--- src/rtl/serial_adder.sv ---
// serial_adder: bit-serial adder/subtractor. A single full-adder cell is
// reused once per clock, LSB first, so a WIDTH-bit result takes WIDTH cycles.
// Subtraction is A + ~B + 1. Sum/Cout/Ovf are registered and change only on
// the completion edge, or on reset.
module serial_adder #(
  parameter int WIDTH = 8
) (
  input  logic             clk,
  input  logic             rst,
  input  logic             Start,
  input  logic             Sub,
  input  logic [WIDTH-1:0] A,
  input  logic [WIDTH-1:0] B,
  input  logic             Cin,
  output logic [WIDTH-1:0] Sum,
  output logic             Cout,
  output logic             Ovf,
  output logic             Busy,
  output logic             Done
);

  localparam int CW = $clog2(WIDTH);

  localparam logic [1:0] ST_IDLE = 2'd0;
  localparam logic [1:0] ST_RUN  = 2'd1;
  localparam logic [1:0] ST_DONE = 2'd2;

  localparam logic [CW-1:0] LAST_BIT = CW'(WIDTH - 1);

  logic [1:0]       r_state;
  logic [WIDTH-1:0] r_sa;     // operand A, shifted right one bit per cycle
  logic [WIDTH-1:0] r_sb;     // operand B or ~B, shifted right one bit per cycle
  logic             r_c;      // running carry between bit positions
  logic [CW-1:0]    r_cnt;    // index of the bit being computed
  logic [WIDTH-1:0] r_pr;     // partial result, filled from the MSB end
  logic [WIDTH-1:0] r_sum;
  logic             r_cout;
  logic             r_ovf;

  logic w_s;
  logic w_carry;
  logic w_last;
  logic w_accept;

  // One full-adder cell working on the current LSBs.
  assign w_s     = r_sa[0] ^ r_sb[0] ^ r_c;
  assign w_carry = (r_sa[0] & r_sb[0]) | (r_sa[0] & r_c) | (r_sb[0] & r_c);
  assign w_last  = (r_cnt == LAST_BIT);

  // A new request is taken in IDLE and in DONE, so operations can run
  // back to back. It is never taken in RUN.
  assign w_accept = Start && (r_state != ST_RUN);

  // Control FSM: IDLE -> RUN for WIDTH cycles -> DONE for one cycle.
  // NOTE: every clocked register uses non-blocking assignments so all of
  // them update from the same pre-edge values, whatever the block order.
  always_ff @(posedge clk or posedge rst) begin
    if (rst) begin
      r_state <= ST_IDLE;
    end else begin
      case (r_state)
        ST_IDLE, ST_DONE: r_state <= Start ? ST_RUN : ST_IDLE;
        ST_RUN:           r_state <= w_last ? ST_DONE : ST_RUN;
        default:          r_state <= ST_IDLE;
      endcase
    end
  end

  // Datapath: load the operands on accept, then shift one bit per RUN cycle.
  // NOTE: these are plain registers, not a memory array, so they are all
  // reset. A reset mid-operation then leaves no stale partial state behind.
  always_ff @(posedge clk or posedge rst) begin
    if (rst) begin
      r_sa  <= '0;
      r_sb  <= '0;
      r_c   <= 1'b0;
      r_cnt <= '0;
      r_pr  <= '0;
    end else if (w_accept) begin
      r_sa  <= A;
      r_sb  <= Sub ? ~B : B;
      r_c   <= Sub ? 1'b1 : Cin;
      r_cnt <= '0;
    end else if (r_state == ST_RUN) begin
      r_sa  <= r_sa >> 1;
      r_sb  <= r_sb >> 1;
      r_c   <= w_carry;
      r_pr  <= {w_s, r_pr[WIDTH-1:1]};
      r_cnt <= r_cnt + CW'(1);
    end
  end

  // Result registers: written only on the edge that computes the MSB.
  // The carry into the MSB is r_c, and w_carry is the carry out of it.
  always_ff @(posedge clk or posedge rst) begin
    if (rst) begin
      r_sum  <= '0;
      r_cout <= 1'b0;
      r_ovf  <= 1'b0;
    end else if ((r_state == ST_RUN) && w_last) begin
      r_sum  <= {w_s, r_pr[WIDTH-1:1]};
      r_cout <= w_carry;
      r_ovf  <= r_c ^ w_carry;
    end
  end

  assign Sum  = r_sum;
  assign Cout = r_cout;
  assign Ovf  = r_ovf;
  assign Busy = (r_state == ST_RUN);
  assign Done = (r_state == ST_DONE);

endmodule

--- config.mk ---
export PLATFORM = sky130hd
export DESIGN_NAME = serial_adder
export DESIGN_NICKNAME = d
export VERILOG_FILES = /design/src/rtl/serial_adder.sv
export SDC_FILE = /design/constraint.sdc
export NUM_CORES = 1
export LEC_CHECK = 0
export ABC_AREA = 1
export CAP_MARGIN = 15
export CORE_UTILIZATION = 25
export CTS_BUF_LIST = sky130_fd_sc_hd__clkbuf_8
export CTS_CLUSTER_DIAMETER = 150
export DETAILED_ROUTE_END_ITERATION = 8
export HOLD_SLACK_MARGIN = 0.15
export PLACE_DENSITY = 0.47
export SETUP_SLACK_MARGIN = 0.2
export SYNTH_ARGS = -nofsm -noshare
export SYNTH_HDL_FRONTEND = slang
export SYNTH_SLANG_ARGS = --single-unit
--- constraint.sdc ---
create_clock -name clk -period 1.4 [get_ports clk]
set_input_delay 0.14 -clock clk [delete_from_list [all_inputs] [get_ports clk]]
set_output_delay 0.14 -clock clk [all_outputs]
set_load 0.05 [all_outputs]
=== Word level (Yosys, flattened, before mapping) ===
Index checks and enable logic that the tools add are counted.

* Flip-flop bits (word level): 40
* Output and inout bits: 12
* Word-level logic and storage cells: 43
* Input bits: 21

* Bitwise gates (word level): 10
* Multiplexer cells: 13
* Reduce and logical (&&, ||, !) cells: 6
* Add/sub/neg operators: 1
* Eq/ne operators: 4

{| class="wikitable"
|+ Operator list
! cell !! number
|-
| $mux W8 || 5
|-
| $not A8 Y8 || 1
|-
| $mux W3 || 2
|-
| $mux W1 || 4
|-
| $pmux W2 S2 || 1
|-
| $add A3 B1 Y3 const B || 1
|-
| $and A1 B1 Y1 || 3
|-
| $eq A3 B3 Y1 const B || 1
|-
| $xor A1 B1 Y1 || 3
|-
| $eq A2 B1 Y1 const B || 1
|-
| $eq A2 B2 Y1 const B || 1
|-
| $logic_and A1 B1 Y1 || 2
|-
| $logic_not A2 Y1 || 1
|-
| $mux W2 || 1
|-
| $ne A2 B1 Y1 const B || 1
|-
| $or A1 B1 Y1 || 2
|-
| $reduce_and A2 Y1 || 1
|-
| $reduce_bool A2 Y1 || 1
|-
| $reduce_or A2 Y1 || 1
|-
| $not A1 Y1 || 1
|}

=== Logic depth before layout (Yosys ltp) ===
Gate-level depths: netlist of the first run.

* Depth in word-level cells: 5
* Mapped depth: 6

=== Worst setup path before layout of the first run ===
Ideal clock, no wire load.

* Kind: register -> output
* From: register r_state[1]
* To: output Done
* Required time: 1.260 ns
* Arrival time: 1.207 ns
* Setup slack: 0.053 ns
* Stages on the path, launching flop included: 3
* Path buffers: 0
* Cell sequence: dfrtp_1 -> inv_1 -> nor2_1

* Cells in the longest elaborated chain, start to end: 1

{| class="wikitable"
|+ RTL lines
! what !! line !! RTL
|-
| start: declaration || 30 || <nowiki>logic [1:0] r_state;</nowiki>
|-
| start signal: assignment || 62 || <nowiki>ST_IDLE, ST_DONE: r_state <= Start ? ST_RUN : ST_IDLE;</nowiki>
|-
| start signal: assignment || 63 || <nowiki>ST_RUN: r_state <= w_last ? ST_DONE : ST_RUN;</nowiki>
|-
| $eq A2 B2 Y1 || 111 || <nowiki>assign Done = (r_state == ST_DONE);</nowiki>
|-
| end: declaration || 19 || <nowiki>output logic Done</nowiki>
|}

Every way passes these cells.

=== Worst setup path in the final report of the first run ===
* From: register r_state[1]
* To: output Busy

* Cells in the longest elaborated chain, start to end: 1

{| class="wikitable"
|+ RTL lines
! what !! line !! RTL
|-
| $eq A2 B1 Y1 || 110 || <nowiki>assign Busy = (r_state == ST_RUN);</nowiki>
|-
| end: declaration || 18 || <nowiki>output logic Busy,</nowiki>
|}

Every way passes these cells.

==> run metrics, run 1 <==
clk root buf=clkbuf_8; Total Die Area=7670 µm²; HP Class=input pin to async pin; Setup WS pre-CTS=0.109 ns; # port buffers=32; non-filler instance count after layout=357; Peak VDD IR=around 0.00081 V; Area Growth Syn to Fin=47.0%; worst r2r dst=r_pr[7]; total track usage=11.0%; Post-Synth Simple-Gate Area=29.0%; layout cells sized above 1=between 20% and 30%; drt total wl=3790 µm; I/O pin cnt=33; Mapped Avg Cell Area=8.63 µm²; post-synthesis mux area share=0%; sequential power share=34.1%; 1st-iter DRT viols=54; Startpoint Class=flip-flop; status=complete, no violations; worst-case clock buffer depth=2; clock sink count=39; R2R Path Start=r_sb[0]; synthesis-stage register bit count=39; crit path cell chain=nor2_8 -> buf_12 -> buf_12; Peak Freq=roughly 800 MHz; CP most frequent cell=buf_12; Slew HR=85.3%; number of CTS-inserted buffers=5; Die X-Extent=87.6 µm; Layout Nets=284; clock skew=0.00597 ns; drt via density=just over 4; r2r setup slk=0.20 ns; Routed Antenna Nets=0; Wirelength per Cell=about 11 µm; Core Area=between 6000 and 7000 µm²; final setup vio count=0; Sw Pwr=between 2 and 2.5 mW; post-synth net total=236; Crit Path Class=flip-flop to primary output; Clock power frac=17.3%; Skew-Pair Late Insertion Delay=0.29 ns; CTS clock-pin slew for the worst setup and hold paths=0.08 ns; CP Capture Type=primary output; critical path depth in cells=3; Max Slew Vio Count=0; Compound-Gate Fraction of Synth Area=6.77%; first-pass GRT wire length=6490 µm; worst setup path start=r_state[1]; leakage=around 1.3 nW; Yosys cell types=21; largest net degree at the start of global routing=40; total power per unit cell area=2080 nW/µm²; Comb power frac=48.6%; Antenna Cells=0; min cycle time layout=1.25 ns; Data arrival, critical path=1.11 ns; Cells after Synth=roughly 210; unrepaired setup endpoints after global routing=true; TritonCTS clock tree=done; largest family of logic cells by synthesized area=simple AND/OR/NAND/NOR gates; vias in the first global route=approximately 1400; register area share after synthesis=a little over half; total power=~5.6 mW; slowest CP cell=dfrtp_2; vias=1471; Post-DP HPWL=2610 µm; RD Place Congestion=0.706; Buf/Inv on CP=2; xor and xnor area share after synthesis=0.957%; Synth Cell Area=1830 µm²; Final Hold Fails=0; CP max FO=2; Worst Tran Pin Value=approximately 0.22 ns; Synthesis Warnings=0; reg2reg path depth=3; Sw Share=roughly two fifths; first-pass iteration count of the detailed router=4; Final WS setup=0.149 ns; Crit path largest cell delay=0.45 ns; hold_ws=0.207 ns; Power Internal=3.40 mW; H-tree levels=2; Worst Path Required=around 1.3 ns; Initial Utilization=26.4%; Placed Cells incl. Taps=342; std cell rows=30; family with the most delay on the worst path=flip-flops; period utilisation layout=89.4%; initial antenna violation count=0; Die Y=87.6 µm; total gr overflow=0; final setup TNS=0 ns; Remaining DRCs=0; Post-Synth Adder-Cell Area=2.46%; max cap viols=0
[worst max-delay path by stage]
stage                         end
after global routing         Busy
final                        Busy
after floorplan           r_pr[7]
after detailed placement      Ovf
after global placement       Cout
after CTS                    Busy
[power by group through the flow]
stage                     registers [mW]  logic (mW)  clock network [mW]
after global routing                1.97        2.98                1.05
final                               1.91        2.72               0.966
after floorplan                     2.25        1.16                   0
after detailed placement            1.89        2.47                   0
after CTS                           1.88        2.62               0.998
after global placement              1.90        2.45                   0
[worst register-to-register path, stage by stage (launching register included)]
cell and delay (ns):
dfrtp_1 0.41, fa_2 0.58, inv_2 0.04, o21ai_1 0.10
[area by class of cell]
cell class	instances	area, µm²
sequential	39	977
inverter	20	77.6
multi-input combinational	144	785
timing repair buffer	50	613
tap	96	120
clock buffer	6	82.6
fill	702	4250
clock inverter	2	35.0
[routing by layer]
| metal | up-vias | share of wire (%) | track usage, % |
|---|---|---|---|
| li1 | 763 | - | - |
| met1 | 666 | 50 | 14.6 |
| met2 | 37 | 44 | 17.2 |
| met3 | 5 | 4.3 | 2.73 |
| met4 | 0 | 1.2 | 4.47 |
| met5 | - | 0 | 0 |
[layout by cell type, fill, tap and decap left out, types with 5 or more instances in the layout]
cell type	instances
buf_12	13
buf_4	14
clkbuf_8	6
clkdlybuf4s50_1	20
dfrtp_1	38
inv_1	16
nand2_1	74
nand2_2	5
nand3_1	36
o21ai_0	7
o21ai_2	7
[through the flow]
stage / cell area [µm²] / utilization [%]
2_1_floorplan: 1840 / -
3_3_place_gp: 2410 / 34.7
3_5_place_dp: 2410 / 34.7
4_1_cts: 2590 / 37.2
5_1_grt: 2690 / 38.7
6_report: 2690 / 38.7
[logic make-up (layout without fill, tap and decap cells)]
| logic type | Yosys count | in the layout |
|---|---|---|
| compound gates | 17 | 17 |
| xor+xnor | 2 | 2 |
| fa+ha+maj | 3 | 3 |
| buf+inv | 29 | 78 |
| flops | 39 | 39 |
| simple gates | 122 | 122 |
[cells in the mapped netlist]
library cell	instances	area, µm²
a21oi_4	1	16.3
buf_1	2	7.51
buf_2	1	5.00
buf_4	5	37.5
buf_6	1	11.3
dfrtp_1	39	976
fa_1	1	20.0
ha_1	2	25.0
inv_1	19	71.3
inv_2	1	3.75
nand2_1	81	304
nand2_2	1	6.26
nand2_4	1	11.3
nand3_1	36	180
nor2_1	1	3.75
nor2_8	1	20.0
o21ai_0	8	40.0
o21ai_2	7	61.3
o22ai_1	1	6.26
or2_2	1	6.26
xor2_1	2	17.5
[sequential cells by signal, indices dropped and copies added (netlist names)]
register	count
r_sb	8
Ovf	1
Sum	8
r_cnt	3
r_c	1
Cout	1
r_sa	8
r_state	2
r_pr	7
[timing repair]
| item | in CTS | in global routing |
|---|---|---|
| pin swaps | 7 | 6 |
| hold buffers | 0 | 0 |
| gates cloned | 0 | 1 |
| setup buffers | 4 | 2 |
| setup endpoints to repair | 13 | 15 |
| resized for setup | 9 | 16 |
(Power assumes the default switching activity.)
==> run 2: changes to the inputs <==
GPL_ROUTABILITY_DRIVEN = 0   (was not set)
==> results of run 2 <==
No change in the layout: final DEF, timing and power equal those of run 1.
==> run 3: changes to the inputs <==
CORE_UTILIZATION = 50   (was 25)
PLACE_DENSITY = 0.8   (was 0.47)
==> run metrics, run 3 (synthesis gave the netlist of run 1 again) <==
Worst Tran Pin Value=0.211 ns (was 0.220 ns); CP max FO=2 (unchanged); family with the most delay on the worst path=flip-flops (unchanged); Max Slew Vio Count=0 (unchanged); min cycle time layout=1.29 ns (was 1.25 ns); Core Area=3420 µm² (was 6940 µm²); r2r setup slk=0.19 ns (was 0.20 ns); leakage=1.31 nW (was 1.30 nW); first-pass iteration count of the detailed router=4 (unchanged); drt via density=5.05 (was 4.12); clock skew=0.00749 ns (was 0.00597 ns); Crit path largest cell delay=0.42 ns (was 0.45 ns); Area Growth Syn to Fin=42.8% (was 47.0%); HP Class=input pin to async pin (unchanged); Wirelength per Cell=13.2 µm (was 10.6 µm); std cell rows=21 (was 30); Peak Freq=775 MHz (was 799 MHz); Total Die Area=3910 µm² (was 7670 µm²); Skew-Pair Late Insertion Delay=0.29 ns (about the same); most frequent cells in the layout=nand2_1, dfrtp_1, nand3_1 (unchanged); total power per unit cell area=2180 nW/µm² (was 2080 nW/µm²); drt total wl=4070 µm (was 3790 µm); Buf/Inv on CP=3 (was 2); unrepaired setup endpoints after global routing=true (unchanged); final setup TNS=0 ns (unchanged); Die X-Extent=62.5 µm (was 87.6 µm); total gr overflow=0 (unchanged); Layout Nets=286 (was 284); Crit Path Class=flip-flop to primary output (unchanged); commonest non-fill, non-tap cell in the layout=nand2_1 (unchanged); Startpoint Class=flip-flop (unchanged); vias in the first global route=1586 (was 1419); Worst Path Required=1.26 ns (about the same); # port buffers=32 (unchanged); crit path cell chain=inv_2 -> nor2_8 -> buf_12 -> buf_12 (was nor2_8 -> buf_12 -> buf_12); hold_buf cts=0 (unchanged); I/O pin cnt=33 (unchanged); period utilisation layout=92.2% (was 89.4%); TritonCTS clock tree=done (unchanged); vias=1560 (was 1471); max cap viols=0 (unchanged); Peak VDD IR=0.00106 V (was 0.000807 V); CP Capture Type=primary output (unchanged); Routed Antenna Nets=0 (unchanged); Initial Utilization=53.6% (was 26.4%); post-layout util=76.5% (was 38.7%); total track usage=23.8% (was 11.0%); Final Hold Fails=0 (unchanged); slowest CP cell=dfrtp_1 (was dfrtp_2); worst-case clock buffer depth=2 (unchanged); Antenna Cells=0 (unchanged); Remaining DRCs=0 (unchanged); layout cells sized above 1=24.7% (was 25.3%); clk root buf=clkbuf_8 (unchanged); 1st-iter DRT viols=85 (was 54); CP most frequent cell=buf_12 (unchanged); final setup vio count=0 (unchanged); H-tree levels=2 (unchanged); number of CTS-inserted buffers=5 (unchanged); Slew HR=85.9% (was 85.3%); status=complete, no violations (unchanged); Post-DP HPWL=2470 µm (was 2610 µm); CTS clock-pin slew for the worst setup and hold paths=0.08 ns (about the same); clock sink count=39 (unchanged); initial antenna violation count=0 (unchanged); first-pass GRT wire length=7150 µm (was 6490 µm); Die Y=62.5 µm (was 87.6 µm); Data arrival, critical path=1.15 ns (was 1.11 ns); largest net degree at the start of global routing=40 (unchanged)
-- run 3: cell count changes in the layout (fill, tap and decap cells not counted), sizes merged --
cell,previous run,this run
buf,29,31
-- run 3: what timing repair did --
item	4_1_cts	5_1_grt
setup buffers	8	1
pin swaps	6	2
endpoints found under the hold margin	0	0
setup endpoints to repair	25	26
gates resized for setup	13	6
gates cloned	0	1
-- run 3: path summary, 6_finish.rpt --
kind | from | end | depth (start not counted)
max | r_state[0] | Busy | 4
min | rst | Cout | 3
max reg2reg | r_state[0] | Sum[1] | 7
min reg2reg | r_pr[5] | r_pr[5] | 2
max in group asynchronous | rst | r_state[1] | 3
min in group clk | A[7] | r_sa[7] | 3
-- run 3: metal layers --
layer | track usage, % | wire, µm | share of wire (%)
met5 | 0 | 0 | 0
met4 | 6.40 | 53 | 1.3
met3 | 6.57 | 180 | 4.4
met2 | 43.2 | 2210 | 54
met1 | 27.3 | 1620 | 40
-- run 3: stage by stage --
stage / power (mW) / instance area (µm²) / setup slack, ns / std cells / hold slack [ns]
floorplan: 3.41 / 1840 / 0.206 / 212 / 0.250
global placement: 4.24 / 2320 / 0.133 / 291 / 0.468
detailed placement: 4.35 / 2320 / 0.0720 / 291 / 0.477
CTS: 5.58 / 2560 / 0.138 / 307 / 0.231
global route: 6.06 / 2610 / 0.0828 / 309 / 0.249
finish: 5.70 / 2610 / 0.109 / 309 / 0.217
-- run 3: cell type report --
type	instances	area (µm²)
Tap cell	46	57.6
Timing Repair Buffer	52	616
Sequential cell	39	977
Fill cell	250	802
Multi-Input combinational cell	144	768
Inverter	20	77.6
Clock inverter	2	35.0
Clock buffer	6	82.6
-- run 3: tightest hold or removal path, stage by stage --
cell             delay, ns
clkdlybuf4s50_1       0.41
inv_1                 0.10
buf_12                0.23
-- run 3: report_power, final --
group / leakage, nW / total [mW] / internal, mW / switching [mW]
clock network: 0.0612 / 0.964 / 0.576 / 0.388
registers: 0.499 / 1.92 / 1.59 / 0.330
logic: 0.748 / 2.82 / 1.25 / 1.57
total: 1.31 / 5.70 / 3.41 / 2.29
